File: src/rtl/mem_arbiter.sv
// Round-robin arbiter sharing one synchronous memory between the CPU port and the UART loader.
// Request-to-ready takes WAIT+2 cycles; a requester holds its request until its one-cycle ready pulse.
module mem_arbiter #(
  parameter int AW   = 32,
  parameter int DW   = 32,
  parameter int WAIT = 1
) (
  input  logic          CLK,
  input  logic          CLR,
  input  logic          cpu_req,
  input  logic          cpu_we,
  input  logic [AW-1:0] cpu_addr,
  input  logic [DW-1:0] cpu_wdata,
  output logic [DW-1:0] cpu_rdata,
  output logic          cpu_ready,
  input  logic          ldr_req,
  input  logic          ldr_we,
  input  logic [AW-1:0] ldr_addr,
  input  logic [DW-1:0] ldr_wdata,
  output logic [DW-1:0] ldr_rdata,
  output logic          ldr_ready,
  output logic          mem_en,
  output logic          mem_we,
  output logic [AW-1:0] mem_addr,
  output logic [DW-1:0] mem_wdata,
  input  logic [DW-1:0] mem_rdata,
  output logic [1:0]    gnt
);

  if (WAIT < 1 || WAIT > 4) begin : g_bad_wait
    $error("mem_arbiter: WAIT must be in 1..4");
  end

  typedef enum logic [1:0] {
    IDLE   = 2'd0,
    ACCESS = 2'd1,
    DONE   = 2'd2
  } state_t;

  localparam logic [1:0] WLAST = 2'(WAIT - 1);

  state_t     state;
  logic [1:0] wcnt;
  logic [1:0] last_gnt;
  logic       own_we;
  logic       we_arm;
  logic       any_req;
  logic       pick_ldr;
  logic       pick_we;

  // Loader wins only when the CPU is idle or the CPU had the previous grant.
  always_comb begin
    any_req  = cpu_req | ldr_req;
    pick_ldr = ldr_req & (~cpu_req | last_gnt[0]);
    pick_we  = pick_ldr ? ldr_we : cpu_we;
  end

  always_comb begin
    mem_addr  = '0;
    mem_wdata = '0;
    if (mem_en) begin
      if (gnt[1]) begin
        mem_addr  = ldr_addr;
        mem_wdata = ldr_wdata;
      end else begin
        mem_addr  = cpu_addr;
        mem_wdata = cpu_wdata;
      end
    end
  end

  // The strobe is armed from registered state; a reset landing on the write edge kills it.
  assign mem_we = we_arm & ~CLR;

  always_ff @(posedge CLK) begin
    if (CLR) begin
      state     <= IDLE;
      wcnt      <= '0;
      last_gnt  <= 2'b10;
      gnt       <= '0;
      own_we    <= 1'b0;
      we_arm    <= 1'b0;
      mem_en    <= 1'b0;
      cpu_ready <= 1'b0;
      ldr_ready <= 1'b0;
      cpu_rdata <= '0;
      ldr_rdata <= '0;
    end else begin
      case (state)
        IDLE: begin
          if (any_req) begin
            state    <= ACCESS;
            gnt      <= pick_ldr ? 2'b10 : 2'b01;
            last_gnt <= pick_ldr ? 2'b10 : 2'b01;
            wcnt     <= '0;
            mem_en   <= 1'b1;
            own_we   <= pick_we;
            we_arm   <= pick_we & (WLAST == 2'd0);
          end
        end
        ACCESS: begin
          if (wcnt == WLAST) begin
            state  <= DONE;
            mem_en <= 1'b0;
            we_arm <= 1'b0;
            if (gnt[0]) begin
              cpu_ready <= 1'b1;
              if (!own_we) cpu_rdata <= mem_rdata;
            end
            if (gnt[1]) begin
              ldr_ready <= 1'b1;
              if (!own_we) ldr_rdata <= mem_rdata;
            end
          end else begin
            wcnt   <= wcnt + 2'd1;
            we_arm <= own_we & ((wcnt + 2'd1) == WLAST);
          end
        end
        DONE: begin
          state     <= IDLE;
          gnt       <= '0;
          cpu_ready <= 1'b0;
          ldr_ready <= 1'b0;
        end
        default: state <= IDLE;
      endcase
    end
  end

  a_gnt_onehot: assert property (@(posedge CLK) disable iff (CLR) !(gnt[0] && gnt[1]));
  a_ready_excl: assert property (@(posedge CLK) disable iff (CLR) !(cpu_ready && ldr_ready));
  a_we_in_access: assert property (@(posedge CLK) disable iff (CLR) mem_we |-> mem_en);

endmodule
File: config.mk
export PLATFORM = sky130hd
export DESIGN_NAME = mem_arbiter
export DESIGN_NICKNAME = d
export VERILOG_FILES = /design/src/rtl/mem_arbiter.sv
export SDC_FILE = /design/constraint.sdc
export NUM_CORES = 1
export LEC_CHECK = 0
export ABC_CLOCK_PERIOD_IN_PS = 1700
export BUFFER_PORTS_ARGS = -buffer_cell sky130_fd_sc_hd__buf_2
export CORE_AREA = 2 2 118 120
export DETAILED_ROUTE_END_ITERATION = 10
export DIE_AREA = 0 0 120 122
export HOLD_SLACK_MARGIN = 0.06
export PLACE_DENSITY = 0.64
export SLEW_MARGIN = 30
export SYNTH_ARGS = -nofsm -noshare
export SYNTH_HDL_FRONTEND = slang
export SYNTH_SLANG_ARGS = --single-unit
File: constraint.sdc
create_clock -name CLK -period 1.7 [get_ports CLK]
set_input_delay 0.255 -clock CLK [delete_from_list [all_inputs] [get_ports CLK]]
set_output_delay 0.255 -clock CLK [all_outputs]
set_load 0.01 [all_outputs]
# Word-level counts from Yosys, hierarchy flattened
# Index checks and enable logic that the tools add are counted.
# totals
register_bits	76
out_inout_bits	134
elab_cells	69
# classes
muxes	26
addsub	1
n_eq_ne	7
reduce_logical	16
bitwise_logic	8
# op_table
op	count
$mux 32	4
$mux 2	6
$pmux 2 s2	3
$reduce_and 3->1	4
$ne 2x2->1 const B	5
$mux 1	9
$pmux 1 s2	4
$reduce_and 2->1	4
$reduce_and 4->1	2
$logic_not 2->1	3
$reduce_bool 2->1	3
$and 1x1->1	3
$not 1->1	3
$add 2x1->2 const B	1
$eq 2x1->1 const B	1
$eq 2x2->1 const B	1
$or 1x1->1	2

# Longest topological paths before layout
# Gate-level depths: netlist (run 1).
# logic_depth
ltp_word	6
ltp_mapped	8
ltp_nobuf	6

# Worst setup path after synthesis (run 1)
# Ideal clock, no wire load.
# synth_timing
path_type	register -> output
from	register gnt[1]
to	output port mem_addr[0]
path_stages_with_launch	6
required_ps	1445
t_arrival_ps	1290
slack_ps	155
path_cell_list	dfxtp_1 buf_2 buf_2 buf_2 mux2i_1 nor2b_1
# synth_between
elab_chain_cells	2
# synth_lines
item	line	rtl
start, declared	27	output logic [1:0] gnt
start signal, assigned	93	gnt <= pick_ldr ? 2'b10 : 2'b01;
$mux 32	62	if (gnt[1]) begin
$mux 32	61	if (mem_en) begin
end, declared	24	output logic [AW-1:0] mem_addr,
# Every way passes these cells.

# Final worst setup path (run 1)
# layout_timing
from	register gnt[1]
to	output port mem_addr[5]
# The elaborated chain is that of the path after synthesis.

==> run_results.csv, run 1 <==
group,metric,value,unit
status,status,"finished with violations",
status,violations,"setup timing",
sta,timing_max_transition_violations_final,0,
global_route,grt_pass1_vias,3994,
die,die_w,120,um
cells_and_area,diodes,0,
worst_setup_path,crit_start,"gnt[1]$_SDFFE_PP0P_",
cells_and_area,finalNonFillerCells,976,
worst_setup_path,start_kind,"register",
power_and_ir_drop,peakVddDrop,0.0006468,V
die,ios,300,
sta,slew_headroom,77.52,%
cells_and_area,fillers,1359,
worst_setup_path,crit_fanout,5,
worst_setup_path,reg2reg_slack,170,ps
clocking,cts_root_buf,"clkbuf_16",
routing,route.detailed.drc,0,
routing,drt-initial-drc-count,150,
clocking,clk_pin_slew,60,ps
worst_setup_path,reg2reg_to,"cpu_rdata[28]$_SDFFE_PP0P_",
clocking,cts_tree,"done",
worst_setup_path,end_kind,"primary output",
global_route,antenna_found_initial,0,
die,initial_core_util,30.06,%
global_route,grt_usage,18.27,%
placement,place_inst,950,
sta,fin_ws,-10.07,ps
routing,ant_nets,0,
routing,met3_length,1.432,mm
synth,synth-seq-area-share,37.48,%
worst_setup_path,cp.arrival,1460,ps
sta,rsz0062_at_grt,"true",
power_and_ir_drop,p_leak,2.918,nW
cells_and_area,utilization,46.78,%
routing,highest_layer,"met4",
sta,period_minus_slack,1710,ps
cells_and_area,drive_gt1_share,48.99,%
placement,dp_hpwl,10.99,mm
synth,yosysUniqueCellTypes,27,
sta,tightestPinTransition,335.2,ps
routing,viasPerCell,4.510,
routing,wl_per_cell,15.06,um
worst_setup_path,path_class,"register to primary output",
sta,hold_viol,0,
sta,setup_viol,2,
worst_hold_path,worstHoldPathType,"primary input to register",
global_route,grt_max_degree,52,
clocking,clockBufferDepth,2,
global_route,grt_overflow_total,0,
placement,io_buffers,299,
placement,gp_congestion,0.7798,
synth,yosys_warnings,0,
die,core,13500,sq um
synth,netlist_top_cells_area,"dfxtp_1 (37%), mux2i_1 (16%), nand2_1 (12%)",
power_and_ir_drop,powerDensity,802.7,nW/um^2
routing,wl_met1,5.994,mm
routing,dr_total_vias,4402,
synth,ys_seq_elements,76,
run,cap_violations,0,
die,fp.dieArea,14640,sq um
worst_hold_path,hp-start,"mem_rdata[4]",
cells_and_area,nets,959,
synth,syn-num-nets,657,
worst_setup_path,cp.required,1440,ps
routing,routed_wirelength,14.70,mm
cells_and_area,final_cell_mix,"buf_2 (296), nand2_1 (133), dfxtp_1 (75)",
worst_setup_path,rr_worst_depth,7,
routing,firstDrtPassIters,4,
sta,clock_skew,6.951,ps
clocking,cts_made_buffers,9,
clocking,clk_latency,330,ps
global_route,grt_first_pass_wirelength,21.16,mm
synth,netlist_instances,489,
die,fp.dieH,122,um
synth,yosys.area.top_type,"dfxtp_1",
clocking,cts_hold_buffers,0,
worst_setup_path,rr_startpoint,"wcnt[0]$_SDFFE_PP0P_",
routing,wl_met2,6.971,mm
clocking,cts.sinks,76,
synth,netlist_area,4059,sq um
worst_setup_path,cp-endpoint,"mem_addr[5]",
clocking,h-tree-depth,3,
cells_and_area,layout_commonest_cell,"buf_2",
synth,syn_area_per_cell,8.300,sq um
cells_and_area,area_growth,55.64,%
synth,yosysTopAreaCellShare,37.48,%
sta,fmax,0.5848,GHz
die,rows,43,
sta,finalCritPeriodShare,100.6,%
-- layout make-up --
type	instances	area, sq um	share of cell area (%)
Inverter	2	7.507	0.1188
Multi-Input combinational cell	372	2316	36.66
Clock buffer	11	232.7	3.684
Sequential cell	76	1525	24.14
Clock inverter	5	85.08	1.347
Timing Repair Buffer	330	1926	30.48
Tap cell	180	225.2	3.565
-- report_power, final --
part	internal, mW	total (mW)	switching (mW)
clock	1.29	2.05	0.755
sequential	1.84	1.88	0.0413
combinational	0.582	1.14	0.562
total	3.71	5.07	1.36
-- Yosys cell counts (all sizes together) --
cell / number
clkbuf: 20
a21oi: 69
ha: 2
nor4bb: 2
a31oi: 2
mux2i: 66
nand3b: 2
inv: 2
dfxtp: 76
buf: 19
and2: 4
nor3: 3
a211oi: 1
and3: 1
nor2b: 65
o21ai: 3
nand3: 2
nand2b: 2
or2: 1
nor3b: 1
nor2: 12
nand2: 133
a22oi: 1
-- registers in the layout, indices dropped and copies added, names as in the netlist, 2 cells and up --
register / count
wcnt: 2
gnt: 2
ldr_rdata: 32
state: 2
cpu_rdata: 32
-- worst min-delay path by stage --
stage,slack (ps),cells after the start,endpoint
after CTS,160,3,cpu_rdata[4]$_SDFFE_PP0P_
after global placement,440,2,cpu_rdata[5]$_SDFFE_PP0P_
final,170,3,cpu_rdata[4]$_SDFFE_PP0P_
after floorplan,330,1,state[1]$_SDFFE_PP0P_
after global routing,170,3,cpu_rdata[7]$_SDFFE_PP0P_
after detailed placement,450,2,cpu_rdata[10]$_SDFFE_PP0P_
-- logic make-up (layout without fill, tap and decap cells) --
family / after synthesis / count (layout) / share of synthesized area, %
AND/OR/NAND/NOR: 228 / 228 / 26.70
AO/OA/AOI/OAI: 76 / 76 / 12.98
flip-flops: 76 / 76 / 37.48
multiplexers: 66 / 66 / 16.28
buffers and inverters: 41 / 348 / 5.950
adder cells (fa/ha/maj): 2 / 2 / 0.6164
-- per-stage QoR --
stage	setup WS, ps	TNS, ps	instance area (sq um)	power, mW	hold WS, ps
2_1_floorplan	154.8	0	4059	2.474	332.5
3_5_place_dp	161.5	0	5773	2.971	447.0
5_1_grt	-68.58	-1110	6317	5.315	172.3
6_report	-10.07	-11.76	6317	5.071	171.2
4_1_cts	-45.95	-382.2	6170	5.083	162.3
3_3_place_gp	201.0	0	5773	2.964	438.3
-- worst max-delay path, stage by stage, from the launching register on --
cell,delay (ps)
dfxtp_4,370
buf_12,140
buf_12,130
buf_6,110
mux2i_1,100
nor2b_1,120
buf_2,160
-- what timing repair did --
action | in CTS | in global routing
setup buffers | 3 | 3
cloned | 1 | 3
endpoints found under the setup margin | 30 | 50
resized for setup | 5 | 14
hold endpoints to repair | 0 | 0
-- layer usage --
layer	track usage, %	up-vias
met4	5.368	0
li1	-	2208
met2	30.29	165
met3	6.882	16
met1	22.07	2013
met5	0	-
No activity file was read; power rests on OpenSTA's default activity.
==> run 2, diff against run 1 <==
--- a/config.mk
+++ b/config.mk
@@ -7,11 +7,12 @@
 export LEC_CHECK = 0
 export ABC_CLOCK_PERIOD_IN_PS = 1700
 export BUFFER_PORTS_ARGS = -buffer_cell sky130_fd_sc_hd__buf_2
-export CORE_AREA = 2 2 118 120
+export CELL_PAD_IN_SITES_DETAIL_PLACEMENT = 1
+export CELL_PAD_IN_SITES_GLOBAL_PLACEMENT = 1
+export CORE_UTILIZATION = 27
 export DETAILED_ROUTE_END_ITERATION = 10
-export DIE_AREA = 0 0 120 122
 export HOLD_SLACK_MARGIN = 0.06
-export PLACE_DENSITY = 0.64
+export PLACE_DENSITY = 0.81
 export SLEW_MARGIN = 30
 export SYNTH_ARGS = -nofsm -noshare
 export SYNTH_HDL_FRONTEND = slang
==> run_results.csv, run 2 (synthesis gave the netlist of run 1 again) <==
group,metric,value,unit
routing,wl_per_cell,16.56,um
clocking,h-tree-depth,3,
status,violations,"setup timing",
global_route,grt_first_pass_wirelength,24.41,mm
placement,io_buffers,299,
global_route,antenna_found_initial,0,
sta,rsz0062_at_grt,"true",
worst_setup_path,path_class,"register to primary output",
run,cap_violations,0,
cells_and_area,drive_gt1_share,49.24,%
sta,finalCritPeriodShare,101.7,%
global_route,grt_max_degree,77,
clocking,clk_pin_slew,60,ps
routing,route.detailed.drc,0,
power_and_ir_drop,p_leak,2.900,nW
die,fp.dieArea,15530,sq um
die,fp.dieH,124.6,um
clocking,clk_latency,330,ps
die,core,14590,sq um
cells_and_area,multi_input_area,2337,sq um
status,status,"finished with violations",
worst_setup_path,path_cells,"buf_4 > buf_12 > mux2i_1 > nor2b_2 > buf_2",
placement,gp_congestion,0.8199,
placement,dp_hpwl,11.98,mm
sta,slew_headroom,69.39,%
sta,fin_ws,-29.59,ps
worst_setup_path,end_kind,"primary output",
global_route,grt_pass1_vias,4667,
clocking,cts.sinks,76,
placement,dpl_cell_area,5766,sq um
die,initial_core_util,27.82,%
cells_and_area,nets,953,
die,ios,300,
placement,place_inst,949,
routing,viasPerCell,4.609,
placement,dp_worst_setup_slack,112.2,ps
cells_and_area,finalNonFillerCells,974,
power_and_ir_drop,peakVddDrop,0.0006220,V
cells_and_area,reg_top3,"cpu_rdata x32, ldr_rdata x32",
sta,hold_viol,0,
worst_setup_path,cp.required,1440,ps
routing,ant_nets,0,
worst_hold_path,worstHoldPathType,"primary input to register",
cells_and_area,final_cell_mix,"buf_2 (299), nand2_1 (133), dfxtp_1 (75)",
worst_setup_path,cpPeakStageDelay,390,ps
clocking,cts_tree,"done",
cells_and_area,layout_commonest_cell,"buf_2",
cells_and_area,fin_area,6277,sq um
worst_setup_path,cp_slowest_cell,"dfxtp_4",
sta,fmax,0.5782,GHz
sta,period_minus_slack,1730,ps
routing,routed_wirelength,16.13,mm
clocking,clockBufferDepth,2,
sta,clock_skew,10.27,ps
worst_setup_path,crit_fanout,9,
routing,drt-initial-drc-count,157,
global_route,grt_usage,19.68,%
routing,firstDrtPassIters,4,
power_and_ir_drop,powerDensity,805.9,nW/um^2
cells_and_area,seq_area,1525,sq um
power_and_ir_drop,power,5.059,mW
die,rows,44,
sta,tightestPinTransition,459.1,ps
cells_and_area,area_growth,54.65,%
clocking,cts_made_buffers,9,
sta,setup_viol,4,
sta,timing_max_transition_violations_final,0,
clocking,cts_root_buf,"clkbuf_16",
worst_setup_path,start_kind,"register",
global_route,grt_overflow_total,0,
sta,tns,-53.46,ps
routing,dr_total_vias,4489,
cells_and_area,fillers,1876,
die,die_w,124.6,um
cells_and_area,diodes,0,
worst_setup_path,cp.arrival,1470,ps
-- run 2: cell types whose count changed in the layout (fill, tap and decap cells not counted), moves of 2 or more --
cell	change
clkinv_2	+2
buf_6	-8
buf_12	+2
buf_4	-3
and2_4	+2
buf_16	-2
and2_1	-2
buf_2	+3
-- run 2: power by group --
part / leakage, nW / switching (mW) / total [mW] / internal [mW]
Combinational: 2.13 / 0.564 / 1.13 / 0.565
Clock: 0.157 / 0.764 / 2.05 / 1.29
Sequential: 0.616 / 0.0417 / 1.88 / 1.84
-- run 2: area by class of cell --
type	count	share of cell area, %
multi-input cells	372	37.23
repair buffers	324	29.64
flip-flops and latches	76	24.30
well taps	184	3.668
clock buffers	10	3.648
clock inverters	6	1.395
inverters	2	0.1196
-- run 2: worst max-delay path, delay by kind of cell, from the launching register on --
kind,cells,cell delay (ps)
mux,1,120
simple gates,1,180
buf+inv,3,450
flops,1,390
-- run 2: final timing paths --
path | from | endpoint | slack [ps] | depth (start not counted)
max | gnt[1]$_SDFFE_PP0P_ | mem_wdata[25] | -30 | 5
max reg2reg | wcnt[0]$_SDFFE_PP0P_ | ldr_rdata[0]$_SDFFE_PP0P_ | 160 | 7
min reg2reg | cpu_rdata[9]$_SDFFE_PP0P_ | cpu_rdata[9]$_SDFFE_PP0P_ | 450 | 2
min | mem_rdata[31] | cpu_rdata[31]$_SDFFE_PP0P_ | 170 | 3
-- run 2: repair_timing --
| item | 4_1_cts | 5_1_grt |
|---|---|---|
| setup buffers | 2 | 3 |
| cloned | 1 | 3 |
| pin swaps | 0 | 0 |
| endpoints found under the setup margin | 54 | 101 |
| resized for setup | 3 | 13 |
| hold buffers | 0 | 0 |
-- run 2: layer usage --
layer	routed length, um	up-vias	part of all wire (%)	track usage, %
met5	0	-	0	0
met4	189	0	1.2	5.103
met3	1481	17	9.2	7.990
met2	7903	167	49	34.12
met1	6556	2107	41	22.18
li1	-	2198	-	-
-- run 2: per-stage QoR --
| step | hold slack (ps) | utilization (%) |
|---|---|---|
| 2_1_floorplan | 332.5 | - |
| 3_3_place_gp | 440.0 | 39.52 |
| 3_5_place_dp | 443.8 | 39.52 |
| 4_1_cts | 156.8 | 42.10 |
| 5_1_grt | 163.1 | 43.03 |
| 6_report | 174.2 | 43.03 |
==> run 3, diff against run 2 <==
--- a/config.mk
+++ b/config.mk
@@ -9,7 +9,9 @@
 export BUFFER_PORTS_ARGS = -buffer_cell sky130_fd_sc_hd__buf_2
 export CELL_PAD_IN_SITES_DETAIL_PLACEMENT = 1
 export CELL_PAD_IN_SITES_GLOBAL_PLACEMENT = 1
-export CORE_UTILIZATION = 27
+export CORE_ASPECT_RATIO = 0.7
+export CORE_UTILIZATION = 28
+export CTS_BUF_LIST = sky130_fd_sc_hd__clkbuf_2
 export DETAILED_ROUTE_END_ITERATION = 10
 export HOLD_SLACK_MARGIN = 0.06
 export PLACE_DENSITY = 0.81
==> run_results.csv, run 3 (synthesis gave the netlist of run 1 again) <==
group,metric,value,unit
status,status,"finished with violations",
status,violations,"setup timing",
placement,dpl_cell_area,5783,sq um
sta,tns,-10050,ps
worst_setup_path,cp_slowest_cell,"dfxtp_4",
global_route,grt_pass1_vias,4703,
cells_and_area,final_cell_mix,"buf_2 (298), nand2_1 (133), dfxtp_1 (73)",
worst_setup_path,path_class,"register to primary output",
worst_setup_path,end_kind,"primary output",
placement,dp_worst_setup_slack,125.1,ps
sta,slew_headroom,75.35,%
cells_and_area,diodes,0,
global_route,grt_overflow_total,0,
die,die_w,145.9,um
cells_and_area,fillers,1787,
routing,dr_total_vias,4727,
die,ios,300,
power_and_ir_drop,powerDensity,612.9,nW/um^2
die,fp.dieH,102.7,um
cells_and_area,reg_top3,"cpu_rdata x32, ldr_rdata x32",
clocking,clk_pin_slew,190,ps
global_route,grt_first_pass_wirelength,25.22,mm
global_route,antenna_found_initial,0,
sta,rsz0062_at_grt,"true",
worst_setup_path,start_kind,"register",
run,cap_violations,0,
clocking,clockBufferDepth,2,
routing,viasPerCell,4.616,
worst_setup_path,cp.buffers_inverters,3,
clocking,cts.sinks,76,
global_route,grt_max_degree,48,
sta,fmax,0.5111,GHz
die,rows,36,
cells_and_area,utilization,46.95,%
worst_setup_path,cpPeakStageDelay,420,ps
worst_setup_path,path_cells,"buf_8 > buf_6 > mux2i_2 > nor2b_1 > buf_2",
cells_and_area,layout_commonest_cell,"buf_2",
cells_and_area,drive_gt1_share,49.04,%
cells_and_area,seq_area,1528,sq um
die,fp.dieArea,14990,sq um
sta,tightestPinTransition,369.7,ps
global_route,grt_usage,21.60,%
sta,hold_viol,0,
die,initial_core_util,28.88,%
worst_setup_path,cp_top_family,"buffers and inverters",
worst_hold_path,worstHoldPathType,"primary input to register",
routing,ant_nets,0,
sta,period_minus_slack,1957,ps
sta,fin_ws,-256.7,ps
cells_and_area,multi_input_area,2387,sq um
cells_and_area,nets,997,
placement,gp_congestion,0.7560,
sta,timing_max_transition_violations_final,0,
routing,drt-initial-drc-count,118,
clocking,cts_made_buffers,9,
routing,firstDrtPassIters,4,
power_and_ir_drop,peakVddDrop,0.0003439,V
cells_and_area,fin_area,6598,sq um
placement,dp_hpwl,12.36,mm
sta,setup_viol,64,
placement,io_buffers,299,
clocking,h-tree-depth,3,
power_and_ir_drop,p_leak,3.017,nW
worst_setup_path,crit_fanout,7,
routing,routed_wirelength,18.42,mm
sta,clock_skew,35.99,ps
clocking,clk_latency,540,ps
clocking,cts_tree,"done",
worst_setup_path,cp.arrival,1700,ps
routing,route.detailed.drc,0,
cells_and_area,area_growth,62.55,%
worst_setup_path,cp.required,1440,ps
die,core,14050,sq um
clocking,cts_root_buf,"clkbuf_2",
routing,wl_per_cell,17.98,um
sta,finalCritPeriodShare,115.1,%
-- run 3: changes by cell type in the layout (fill, tap and decap cells not counted), moves of 6 or more --
cell,before,now
a21oi_1,32,26
a21oi_2,37,43
buf_6,1,9
clkbuf_16,12,5
clkbuf_2,0,11
dlygate4sd3_1,0,34
mux2i_1,62,56
-- run 3: area by class of cell --
type	instances	share of cell area, %
tap	190	3.603
multi-input combinational	372	36.18
timing repair buffer	368	35.56
sequential	76	23.16
inverter	2	0.1138
clock buffer	11	0.8344
clock inverter	5	0.5500
-- run 3: metrics by stage --
step / power, mW / std cells / hold WS [ps]
2_1_floorplan: 2.474 / 489 / 332.5
3_3_place_gp: 2.955 / 958 / 439.2
3_5_place_dp: 2.982 / 958 / 450.6
4_1_cts: 3.997 / 1016 / 73.45
5_1_grt: 4.268 / 1024 / 98.18
6_report: 4.044 / 1024 / 149.1
-- run 3: worst paths after layout --
kind | from | endpoint | slack [ps] | cells past startpoint
setup / recovery | gnt[1]$_SDFFE_PP0P_ | mem_addr[0] | -260 | 5
hold / removal | cpu_we | we_arm$_SDFFE_PP0P_ | 150 | 3
setup reg to reg | state[0]$_SDFFE_PP0P_ | ldr_rdata[30]$_SDFFE_PP0P_ | 90 | 5
hold reg to reg | cpu_rdata[23]$_SDFFE_PP0P_ | cpu_rdata[23]$_SDFFE_PP0P_ | 470 | 2
-- run 3: worst min-delay path: stages --
cell and delay, ps:
buf_2 110, a211oi_1 100, nor3_1 160
-- run 3: what timing repair did --
item | in CTS | in global routing
gates resized for setup | 11 | 28
cloned | 1 | 7
endpoints found under the hold margin | 76 | 0
pin swaps | 0 | 2
hold buffers | 34 | 0
buffers inserted | 7 | 1
setup endpoints to repair | 65 | 123
-- run 3: report_power, final --
part	total, mW	internal, mW	leakage, nW	switching [mW]
Combinational	1.27	0.651	2.34	0.622
Clock	0.889	0.207	0.0562	0.682
Sequential	1.88	1.84	0.617	0.0418
Total	4.04	2.70	3.02	1.35
-- run 3: per-layer routing --
layer	wire length, um	up-vias	GRT usage [%]
met1	8036	2247	27.40
met2	8874	172	36.47
met4	225	0	5.344
met5	0	-	0
li1	-	2287	-
met3	1281	21	6.150
